File: src/rtl/nasti_lite_write_resp_merge.sv
// Merges the N single-beat lite B responses of one split NASTI write burst
// into a single NASTI B response, using burst descriptors queued by the splitter.
//
// state   | meaning
// --------+----------------------------------------------------------
// IDLE    | no burst in progress, waiting for a queued descriptor
// COLLECT | accepting lite B beats for the head descriptor
// RESP    | presenting the merged NASTI B response, holding until ready
module nasti_lite_write_resp_merge #(
    parameter int ID_WIDTH   = 1,
    parameter int USER_WIDTH = 1,
    parameter int CNT_WIDTH  = 9,
    parameter int DESC_DEPTH = 2
) (
    input  logic                  clk,
    input  logic                  rst,
    input  logic [ID_WIDTH-1:0]   desc_id,
    input  logic [USER_WIDTH-1:0] desc_user,
    input  logic [CNT_WIDTH-1:0]  desc_cnt,
    input  logic                  desc_valid,
    output logic                  desc_ready,
    input  logic [ID_WIDTH-1:0]   lite_b_id,
    input  logic [1:0]            lite_b_resp,
    input  logic [USER_WIDTH-1:0] lite_b_user,
    input  logic                  lite_b_valid,
    output logic                  lite_b_ready,
    output logic [ID_WIDTH-1:0]   nasti_b_id,
    output logic [1:0]            nasti_b_resp,
    output logic [USER_WIDTH-1:0] nasti_b_user,
    output logic                  nasti_b_valid,
    input  logic                  nasti_b_ready,
    output logic                  id_err
);

    localparam int PTR_W = (DESC_DEPTH > 1) ? $clog2(DESC_DEPTH) : 1;
    localparam int OCC_W = $clog2(DESC_DEPTH + 1);
    localparam logic [PTR_W-1:0] PTR_LAST = PTR_W'(DESC_DEPTH - 1);
    localparam logic [OCC_W-1:0] OCC_FULL = OCC_W'(DESC_DEPTH);
    localparam logic [CNT_WIDTH-1:0] CNT_ONE = CNT_WIDTH'(1);

    typedef enum logic [1:0] {
        S_IDLE    = 2'd0,
        S_COLLECT = 2'd1,
        S_RESP    = 2'd2
    } state_t;

    state_t r_state;
    state_t w_state_next;

    logic [ID_WIDTH-1:0]   r_fifo_id   [DESC_DEPTH];
    logic [USER_WIDTH-1:0] r_fifo_user [DESC_DEPTH];
    logic [CNT_WIDTH-1:0]  r_fifo_cnt  [DESC_DEPTH];
    logic [PTR_W-1:0]      r_wr_ptr;
    logic [PTR_W-1:0]      r_rd_ptr;
    logic [OCC_W-1:0]      r_occ;

    logic [CNT_WIDTH-1:0]  r_remaining;
    logic [1:0]            r_acc;
    logic [ID_WIDTH-1:0]   r_b_id;
    logic [1:0]            r_b_resp;
    logic [USER_WIDTH-1:0] r_b_user;
    logic                  r_id_err;

    logic                  w_full;
    logic                  w_empty;
    logic                  w_push;
    logic                  w_pop;
    logic                  w_lite_hs;
    logic                  w_last_beat;
    logic                  w_load;
    logic [ID_WIDTH-1:0]   w_head_id;
    logic [USER_WIDTH-1:0] w_head_user;
    logic [CNT_WIDTH-1:0]  w_head_cnt;
    logic [1:0]            w_mapped;
    logic [1:0]            w_acc_next;
    logic                  w_unused;

    assign w_unused    = ^lite_b_user;

    assign w_full      = (r_occ == OCC_FULL);
    assign w_empty     = (r_occ == '0);
    assign desc_ready  = !rst && !w_full;
    assign w_push      = desc_valid && desc_ready;

    assign w_head_id   = r_fifo_id[r_rd_ptr];
    assign w_head_user = r_fifo_user[r_rd_ptr];
    // A zero count still means one lite response is coming.
    assign w_head_cnt  = (r_fifo_cnt[r_rd_ptr] == '0) ? CNT_ONE : r_fifo_cnt[r_rd_ptr];

    assign w_lite_hs   = lite_b_valid && lite_b_ready;
    assign w_last_beat = w_lite_hs && (r_remaining == CNT_ONE);
    assign w_pop       = w_last_beat;

    // EXOKAY folds to OKAY; the remaining codes are already ordered by severity.
    assign w_mapped    = (lite_b_resp == 2'b01) ? 2'b00 : lite_b_resp;
    assign w_acc_next  = (w_mapped > r_acc) ? w_mapped : r_acc;

    assign w_load      = (r_state != S_COLLECT) && (w_state_next == S_COLLECT);

    always_ff @(posedge clk) begin
        if (rst) begin
            r_state <= S_IDLE;
        end else begin
            r_state <= w_state_next;
        end
    end

    always_comb begin
        w_state_next = r_state;
        case (r_state)
            S_IDLE: begin
                if (!w_empty) begin
                    w_state_next = S_COLLECT;
                end
            end
            S_COLLECT: begin
                if (w_last_beat) begin
                    w_state_next = S_RESP;
                end
            end
            S_RESP: begin
                if (nasti_b_ready) begin
                    w_state_next = w_empty ? S_IDLE : S_COLLECT;
                end
            end
            default: w_state_next = S_IDLE;
        endcase
    end

    always_comb begin
        lite_b_ready  = 1'b0;
        nasti_b_valid = 1'b0;
        case (r_state)
            S_COLLECT: lite_b_ready  = 1'b1;
            S_RESP:    nasti_b_valid = 1'b1;
            default: begin
                lite_b_ready  = 1'b0;
                nasti_b_valid = 1'b0;
            end
        endcase
    end

    always_ff @(posedge clk) begin
        if (w_push) begin
            r_fifo_id[r_wr_ptr]   <= desc_id;
            r_fifo_user[r_wr_ptr] <= desc_user;
            r_fifo_cnt[r_wr_ptr]  <= desc_cnt;
        end
    end

    always_ff @(posedge clk) begin
        if (rst) begin
            r_wr_ptr <= '0;
            r_rd_ptr <= '0;
            r_occ    <= '0;
        end else begin
            if (w_push) begin
                r_wr_ptr <= (r_wr_ptr == PTR_LAST) ? '0 : r_wr_ptr + 1'b1;
            end
            if (w_pop) begin
                r_rd_ptr <= (r_rd_ptr == PTR_LAST) ? '0 : r_rd_ptr + 1'b1;
            end
            if (w_push && !w_pop) begin
                r_occ <= r_occ + 1'b1;
            end else if (w_pop && !w_push) begin
                r_occ <= r_occ - 1'b1;
            end
        end
    end

    // The pop happens on entry to RESP, so a reload from RESP reads the next burst.
    always_ff @(posedge clk) begin
        if (rst) begin
            r_remaining <= '0;
            r_acc       <= 2'b00;
            r_b_id      <= '0;
            r_b_resp    <= 2'b00;
            r_b_user    <= '0;
            r_id_err    <= 1'b0;
        end else begin
            r_id_err <= w_lite_hs && (lite_b_id != w_head_id);
            if (w_load) begin
                r_remaining <= w_head_cnt;
                r_acc       <= 2'b00;
            end else if (w_lite_hs) begin
                r_remaining <= r_remaining - CNT_ONE;
                r_acc       <= w_acc_next;
            end
            if (w_last_beat) begin
                r_b_id   <= w_head_id;
                r_b_user <= w_head_user;
                r_b_resp <= w_acc_next;
            end
        end
    end

    assign nasti_b_id   = r_b_id;
    assign nasti_b_resp = r_b_resp;
    assign nasti_b_user = r_b_user;
    assign id_err       = r_id_err;

endmodule

File: config.mk
export PLATFORM = sky130hd
export DESIGN_NAME = nasti_lite_write_resp_merge
export DESIGN_NICKNAME = d
export VERILOG_FILES = /design/src/rtl/nasti_lite_write_resp_merge.sv
export SDC_FILE = /design/constraint.sdc
export NUM_CORES = 1
export LEC_CHECK = 0
export ABC_AREA = 1
export CAP_MARGIN = 15
export CORE_UTILIZATION = 30
export CTS_BUF_LIST = sky130_fd_sc_hd__clkbuf_4
export DETAILED_ROUTE_END_ITERATION = 12
export GPL_ROUTABILITY_DRIVEN = 0
export PLACE_DENSITY = 0.6
export REMOVE_ABC_BUFFERS = 1
export SYNTH_ARGS = -nofsm -noshare
export SYNTH_HDL_FRONTEND = slang
export SYNTH_SLANG_ARGS = --single-unit
export TNS_END_PERCENT = 10
File: constraint.sdc
create_clock -name clk -period 4.1 [get_ports clk]
set_clock_uncertainty 0.05 [all_clocks]
set_input_delay 0.82 -clock clk [delete_from_list [all_inputs] [get_ports clk]]
set_output_delay 0.82 -clock clk [all_outputs]
set_load 0.02 [all_outputs]
==> metrics.md, run 1 <==
| Metric | Value |
|---|---|
| Bufs on Longest Clock Path | 2 |
| Row cnt | 30 |
| CP Data Arrival Time | 2.20 ns |
| Pwr dens | ~380 mW/mm^2 |
| Xor and xnor area share after synthesis | roughly 1.2% |
| Post-CTS Setup Inserts | 0 |
| Largest family of logic cells by synthesized area | simple AND/OR/NAND/NOR gates |
| Pins Over Slew Limit | 0 |
| R2R Setup Slk | 2.16 ns |
| Dpl cells | 391 |
| Yosys top cell by area | edfxtp_1 |
| Tcrit/Tclk final | 74.8% |
| Cells after Synth | 271 |
| Critical Path Fanout Max | 12 |
| All-Layer GR Usage | 12.0% |
| Largest net degree at the start of global routing | 19 |
| Area growth syn-to-layout | 20.7% |
| TritonCTS Buffers | 5 |
| Mux cell area share after synthesis | 0.455% |
| Startpoint types | input port |
| Vias in the first global route | 1546 |
| Die Area | 0.00767 sq mm |
| Post-layout util | between 30% and 40% |
| Final antenna-violating net count | 0 |
| Hold depth | 2 |
| WL final | around 4.2 mm |
| Fmax | roughly 0.33 GHz |
| IO buf count | 26 |
| Resized Gates After CTS | 0 |
| Share of cells above drive strength 1 | approximately 6.6% |
| Critical path data required time | 3.23 ns |
| H-tree depth | 2 |
| Seq/Total Area, Yosys | 51.0% |
| Setup TNS | 0 ns |
| DRC errors left | 0 |
| Status | finished clean |
| Total grt overflow | 0 |
| Post-route minimum period | 3.07 ns |
| Reg2reg path depth | 10 |
| RSZ-0062 raised after global routing | no |
| CTS tree | yes |
| CTS Root Cell | clkbuf_4 |
| Hold Path Class | flop to flop |
| Starting Density | 31.7% |
| Filler-free cell count of the finished design | 399 |
| Most area-consuming cells after synthesis | edfxtp_1 30%, dfxtp_1 21%, nand2_1 12% |
| Yosys reg bits | 45 |
| YS warnings | 0 |
| TritonCTS Sinks | 45 |
| Synth Area per Inst | around 8.1 sq um |
| Cts hold-fix bufs | 0 |
| R2R Path End | r_occ[1] |
| Initial DRC count | 141 |
| Via count | 1756 |
| First-pass detailed-route iteration total | 6 |
| Post-DP HPWL | 3.19 mm |
| Worst hold start | r_acc[1] |
| Slew headroom | between 70% and 80% |
| Final setup viols | 0 |
| Post-synthesis adder-cell area fraction | 3.41% |
| Width of the die | between 80 and 90 um |
| Max_cap viols | 0 |
| Hold path endpoint | r_acc[1] |
| Hold Vio Cnt, Final | 0 |
| Vias per inst | 4.40 |
| Simple-gate share of the synthesized area | about a quarter |
| Worst-path clk slew | 0.12 ns |
| Overall Power | 0.000997 W |
| Die H | 87.6 um |
| Drt wl/cell | 10.5 um |
| Fin nets | approximately 330 |
| Netlist cell types | 27 |
| Kind of critical path | input port to output pin |
| Area of the mapped netlist | 0.00220 sq mm |
| Compound-cell area share of the yosys netlist | 8.37% |
| Ant diodes | 0 |
| Core ar. | between 0.006 and 0.007 sq mm |
| Initial antenna violation count | 0 |
| Slew @ Worst Pin | 0.397 ns |
| Worst skew pair latency | 0.35 ns |
| Critical Path Sink Type | output pin |
| # IOs | 28 |
| Yosys top cell area share | 30.1% |
| First-pass GRT wire length | 7.13 mm |
| R2r startpoint | r_state[0] |
| VDD IR max | 0.206 mV |
| Leakage | 1.14 nW |
## synth_stat cells
| cell type | number |
|---|---|
| nor3_1 | 3 |
| nor2_4 | 1 |
| dfxtp_1 | 23 |
| mux2i_1 | 1 |
| ha_1 | 6 |
| inv_2 | 2 |
| nor2_2 | 1 |
| inv_4 | 1 |
| o22ai_1 | 1 |
| buf_2 | 1 |
| clkinv_1 | 1 |
| o21ai_0 | 11 |
| nand2_1 | 72 |
| clkbuf_1 | 3 |
| nor3_2 | 1 |
| nor2_1 | 18 |
| nand3_1 | 20 |
| edfxtp_1 | 22 |
| buf_6 | 1 |
| inv_6 | 1 |
| nand2_4 | 3 |
| nand4_1 | 6 |
| o211ai_1 | 4 |
| xor2_1 | 3 |
| inv_1 | 47 |
| a31oi_1 | 2 |
| a21oi_1 | 16 |
## per-stage QoR
stage               setup slack, ns  hold WS (ns)  cell area, sq um
floorplan                      1.75         0.392              2170
global placement               1.04         0.405              2570
detailed placement             1.03         0.405              2570
CTS                            1.03         0.424              2650
global route                   1.01         0.439              2650
finish                         1.03         0.422              2650
## power by group
group,internal (W),total [W],switching [W],leakage [nW]
logic,0.0000800,0.000213,0.000133,0.709
registers,0.000499,0.000516,0.0000169,0.389
clock network,0.000134,0.000268,0.000134,0.0433
total,0.000713,0.000997,0.000284,1.14
## cell usage in the layout (no fill, tap or decap), drive strengths merged
cell type,synthesis,final
a21oi,16,16
clkdlybuf4s50,0,26
mux2i,1,1
nand4,6,6
nand2,75,75
nand3,20,20
xor2,3,3
ha,6,6
edfxtp,22,22
clkinv,1,2
a31oi,2,2
o21ai,11,11
o211ai,4,4
buf,2,3
nor2,20,20
nor3,4,4
clkbuf,3,6
inv,51,51
o22ai,1,1
bufinv,0,1
dfxtp,23,23
## how the worst max path moves through the flow
stage | from | to | slack [ns]
2_1_floorplan | rst | r_fifo_cnt[0][0] | 1.75
3_3_place_gp | rst | desc_ready | 1.04
3_5_place_dp | rst | desc_ready | 1.03
4_1_cts | rst | desc_ready | 1.03
5_1_grt | rst | desc_ready | 1.01
6_report | rst | desc_ready | 1.03
## critical path, stage by stage
cell,delay [ns]
clkdlybuf4s50_1,0.40
buf_4,0.18
a21oi_1,0.16
clkdlybuf4s50_1,0.63
## state kept, by name (all words and copies together) (netlist names), named ones only
signal        cells
id_err            1
nasti_b_id        1
nasti_b_resp      2
nasti_b_user      1
r_acc             2
r_fifo_cnt       18
r_fifo_id         2
r_fifo_user       2
r_occ             2
r_rd_ptr          1
r_remaining       9
r_state           2
r_wr_ptr          1
## cell families (layout without fill, tap and decap cells)
group / Yosys count / count (layout)
AO/OA/AOI/OAI: 34 / 34
XOR/XNOR: 3 / 3
adder cells (fa/ha/maj): 6 / 6
buffers and inverters: 57 / 89
flip-flops: 45 / 45
multiplexers: 1 / 1
AND/OR/NAND/NOR: 125 / 125
## layout make-up
class                      instances  area (sq um)
sequential                        45          1120
multi-input combinational        169           847
inverter                          52           203
clock buffer                       6          45.0
fill                             740          4290
clock inverter                     2          33.8
tap                               96           120
timing repair buffer              29           283
## per-layer routing
metal	share of wire (%)	GRT usage, %	wire, um	vias up
met5	0	0	0	-
met4	1.4	4.02	57	0
met3	3.8	3.20	158	6
met2	47	19.1	1970	26
met1	48	15.7	2010	795
li1	-	-	-	929
Power figures use the tool's default switching activity.
==> run 2: changes to the inputs <==
==> constraint.sdc (replaced) <==
create_clock -name clk -period 3.2 [get_ports clk]
set_clock_uncertainty 0.05 [all_clocks]
set_input_delay 0.64 -clock clk [delete_from_list [all_inputs] [get_ports clk]]
set_output_delay 0.64 -clock clk [all_outputs]
set_load 0.02 [all_outputs]
==> run 2 against run 1 <==
Compared with the run above:
- cell count unchanged
- via count down 1.8%
- routed wire length down 2.7%
- non-clock buffer count unchanged
- highest routed layer unchanged
==> metrics.md, run 2 (synthesized netlist as in run 1, its figures left out) <==
| Metric | Value |
|---|---|
| Final setup viols | 0 (unchanged) |
| Crit path max-delay cell type | clkdlybuf4s50_1 |
| Worst-path clk slew | 0.12 ns (about the same) |
| DRC errors left | 0 (unchanged) |
| Fin nets | 328 (unchanged) |
| Initial DRC count | 41 (-71%) |
| Hold Path Class | flop to flop |
| Via count | 1725 (-1.8%) |
| WL final | 4.08 mm (-2.7%) |
| Area growth syn-to-layout | 19.8% |
| Most used cell along the critical path | clkdlybuf4s50_1 |
| Post-DP HPWL | 3.15 mm (-1.2%) |
| Leakage | 1.13 nW (-0.96%) |
| Net switching power | 0.000363 W (+28%) |
| Status | finished clean |
| Reg2reg path depth | 10 (unchanged) |
| Hold depth | 2 (unchanged) |
| Crit-path max cell delay | 0.63 ns (about the same) |
| CP Data Arrival Time | 1.86 ns (-0.34 ns) |
| Critical path data required time | 2.51 ns (-0.72 ns) |
| Reg with most FFs | r_fifo_cnt |
| Sw Ratio | 30.0% (+1.5 points) |
| TritonCTS Sinks | 45 (unchanged) |
| Largest register FFs | 18 (unchanged) |
| Post-route minimum period | 2.55 ns |
| Width of the die | 87.6 um (unchanged) |
| Share of power burned in registers | 54.7% (+3.0 points) |
| Final antenna-violating net count | 0 (unchanged) |
| Slew @ Worst Pin | 0.387 ns (-0.0105 ns) |
| Vias per inst | 4.32 (-1.8%) |
| Bufs on Longest Clock Path | 2 (unchanged) |
| CTS tree | yes |
| Resized Gates After CTS | 0 (unchanged) |
| Starting Density | 31.7% (unchanged) |
| Tcrit/Tclk final | 79.7% |
| Drt wl/cell | 10.2 um (-2.7%) |
| Pwr dens | 459 mW/mm^2 (+22%) |
| First-pass GRT wire length | 7.14 mm (about the same) |
| Cts hold-fix bufs | 0 (unchanged) |
| Ant diodes | 0 (unchanged) |
| WP buf/inv | 2 (-1) |
| Critical Path Sink Type | output pin |
| Fmax | 0.392 GHz |
| Hold path endpoint | r_acc[1] |
| Biggest regs | r_fifo_cnt x18, r_remaining x9 |
| Worst skew pair latency | 0.35 ns (about the same) |
| Kind of cell adding the most delay to the critical path | buffers and inverters |
| WHS | 0.421 ns (-0.000831 ns) |
| Logic pwr share | 22.5% (+1.1 points) |
| First-pass detailed-route iteration total | 4 (-2) |
| TritonCTS Buffers | 5 (unchanged) |
| Kind of critical path | input port to output pin |
| Total grt overflow | 0 (unchanged) |
| Setup TNS | 0 ns (unchanged) |
| Die Area | 0.00767 sq mm (unchanged) |
| R2r startpoint | r_state[0] |
| Commonest non-fill, non-tap cell in the layout | nand2_1 |
| Die H | 87.6 um (unchanged) |
| Row cnt | 30 (unchanged) |
| RSZ-0062 raised after global routing | no |
| Initial antenna violation count | 0 (unchanged) |
| IO buf count | 26 (unchanged) |
| Core ar. | 0.00694 sq mm (unchanged) |
| Post-CTS Setup Inserts | 0 (unchanged) |
| Cell Chain, Critical Path | clkdlybuf4s50_1, a21oi_1, clkdlybuf4s50_1 |
| Power share of the clock group | 22.8% (-4.1 points) |
| R2R Path End | r_occ[1] |
| Vias in the first global route | 1626 (+5.2%) |
| H-tree depth | 2 (unchanged) |
| Max_cap viols | 0 (unchanged) |
| All-Layer GR Usage | 12.0% (+0.057 points) |
| Pins Over Slew Limit | 0 (unchanged) |
| R2R Setup Slk | 1.35 ns (-0.81 ns) |
| Startpoint types | input port |
| CTS Root Cell | clkbuf_4 |
| Hold Vio Cnt, Final | 0 (unchanged) |
| Most frequent cells in the layout | 72 x nand2_1, 47 x inv_1, 26 x clkdlybuf4s50_1 |
| P_int | 0.000846 W (+19%) |
| Critical Path Fanout Max | 2 (-10) |
| # IOs | 28 (unchanged) |
| Slew headroom | 74.2% (+0.69 points) |
| Worst hold start | r_acc[1] |
| Largest net degree at the start of global routing | 19 (unchanged) |
| VDD IR max | 0.259 mV (+26%) |
| Overall Power | 0.00121 W (+21%) |
| Share of cells above drive strength 1 | 6.93% (+0.33 points) |
-- run 2: worst min-delay path: stages (launching register included) --
cell,delay [ns]
dfxtp_1,0.33
nand2_1,0.06
a21oi_1,0.05
-- run 2: layer usage --
| metal | GRT usage, % | part of all wire (%) |
|---|---|---|
| met1 | 15.2 | 48 |
| met2 | 20.0 | 47 |
| met3 | 3.20 | 3.1 |
| met4 | 4.02 | 1.6 |
| met5 | 0 | 0 |
-- run 2: area by class of cell --
cell class                 instances  area (sq um)
tap                               96           120
clock inverter                     1          7.51
sequential                        45          1120
multi-input combinational        169           847
timing repair buffer              29           283
clock buffer                       7          52.6
fill                             748          4310
inverter                          52           203
-- run 2: how the worst max path moves through the flow --
| stage | startpoint | endpoint | slack [ns] | depth (start not counted) |
|---|---|---|---|---|
| after floorplan | rst | r_fifo_cnt[0][0] | 1.03 | 3 |
| after global routing | rst | desc_ready | 0.60 | 3 |
| after CTS | rst | desc_ready | 0.63 | 3 |
| after detailed placement | rst | desc_ready | 0.63 | 3 |
| final | rst | desc_ready | 0.65 | 3 |
| after global placement | rst | desc_ready | 0.66 | 3 |
-- run 2: power groups by stage --
| stage | Combinational [W] | Sequential (W) | Clock, W |
|---|---|---|---|
| 2_1_floorplan | 0.000192 | 0.000670 | 0 |
| 3_3_place_gp | 0.000269 | 0.000673 | 0 |
| 3_5_place_dp | 0.000274 | 0.000674 | 0 |
| 4_1_cts | 0.000275 | 0.000661 | 0.000292 |
| 5_1_grt | 0.000312 | 0.000666 | 0.000321 |
| 6_report | 0.000272 | 0.000661 | 0.000276 |
-- run 2: per-stage QoR --
stage / utilization (%) / instances / cell area [sq um] / worst slack (ns)
floorplan: - / 266 / 2170 / 1.03
global placement: 37.1 / 391 / 2570 / 0.659
detailed placement: 37.1 / 391 / 2570 / 0.625
CTS: 37.9 / 399 / 2630 / 0.626
global route: 37.9 / 399 / 2630 / 0.604
finish: 37.9 / 399 / 2630 / 0.651
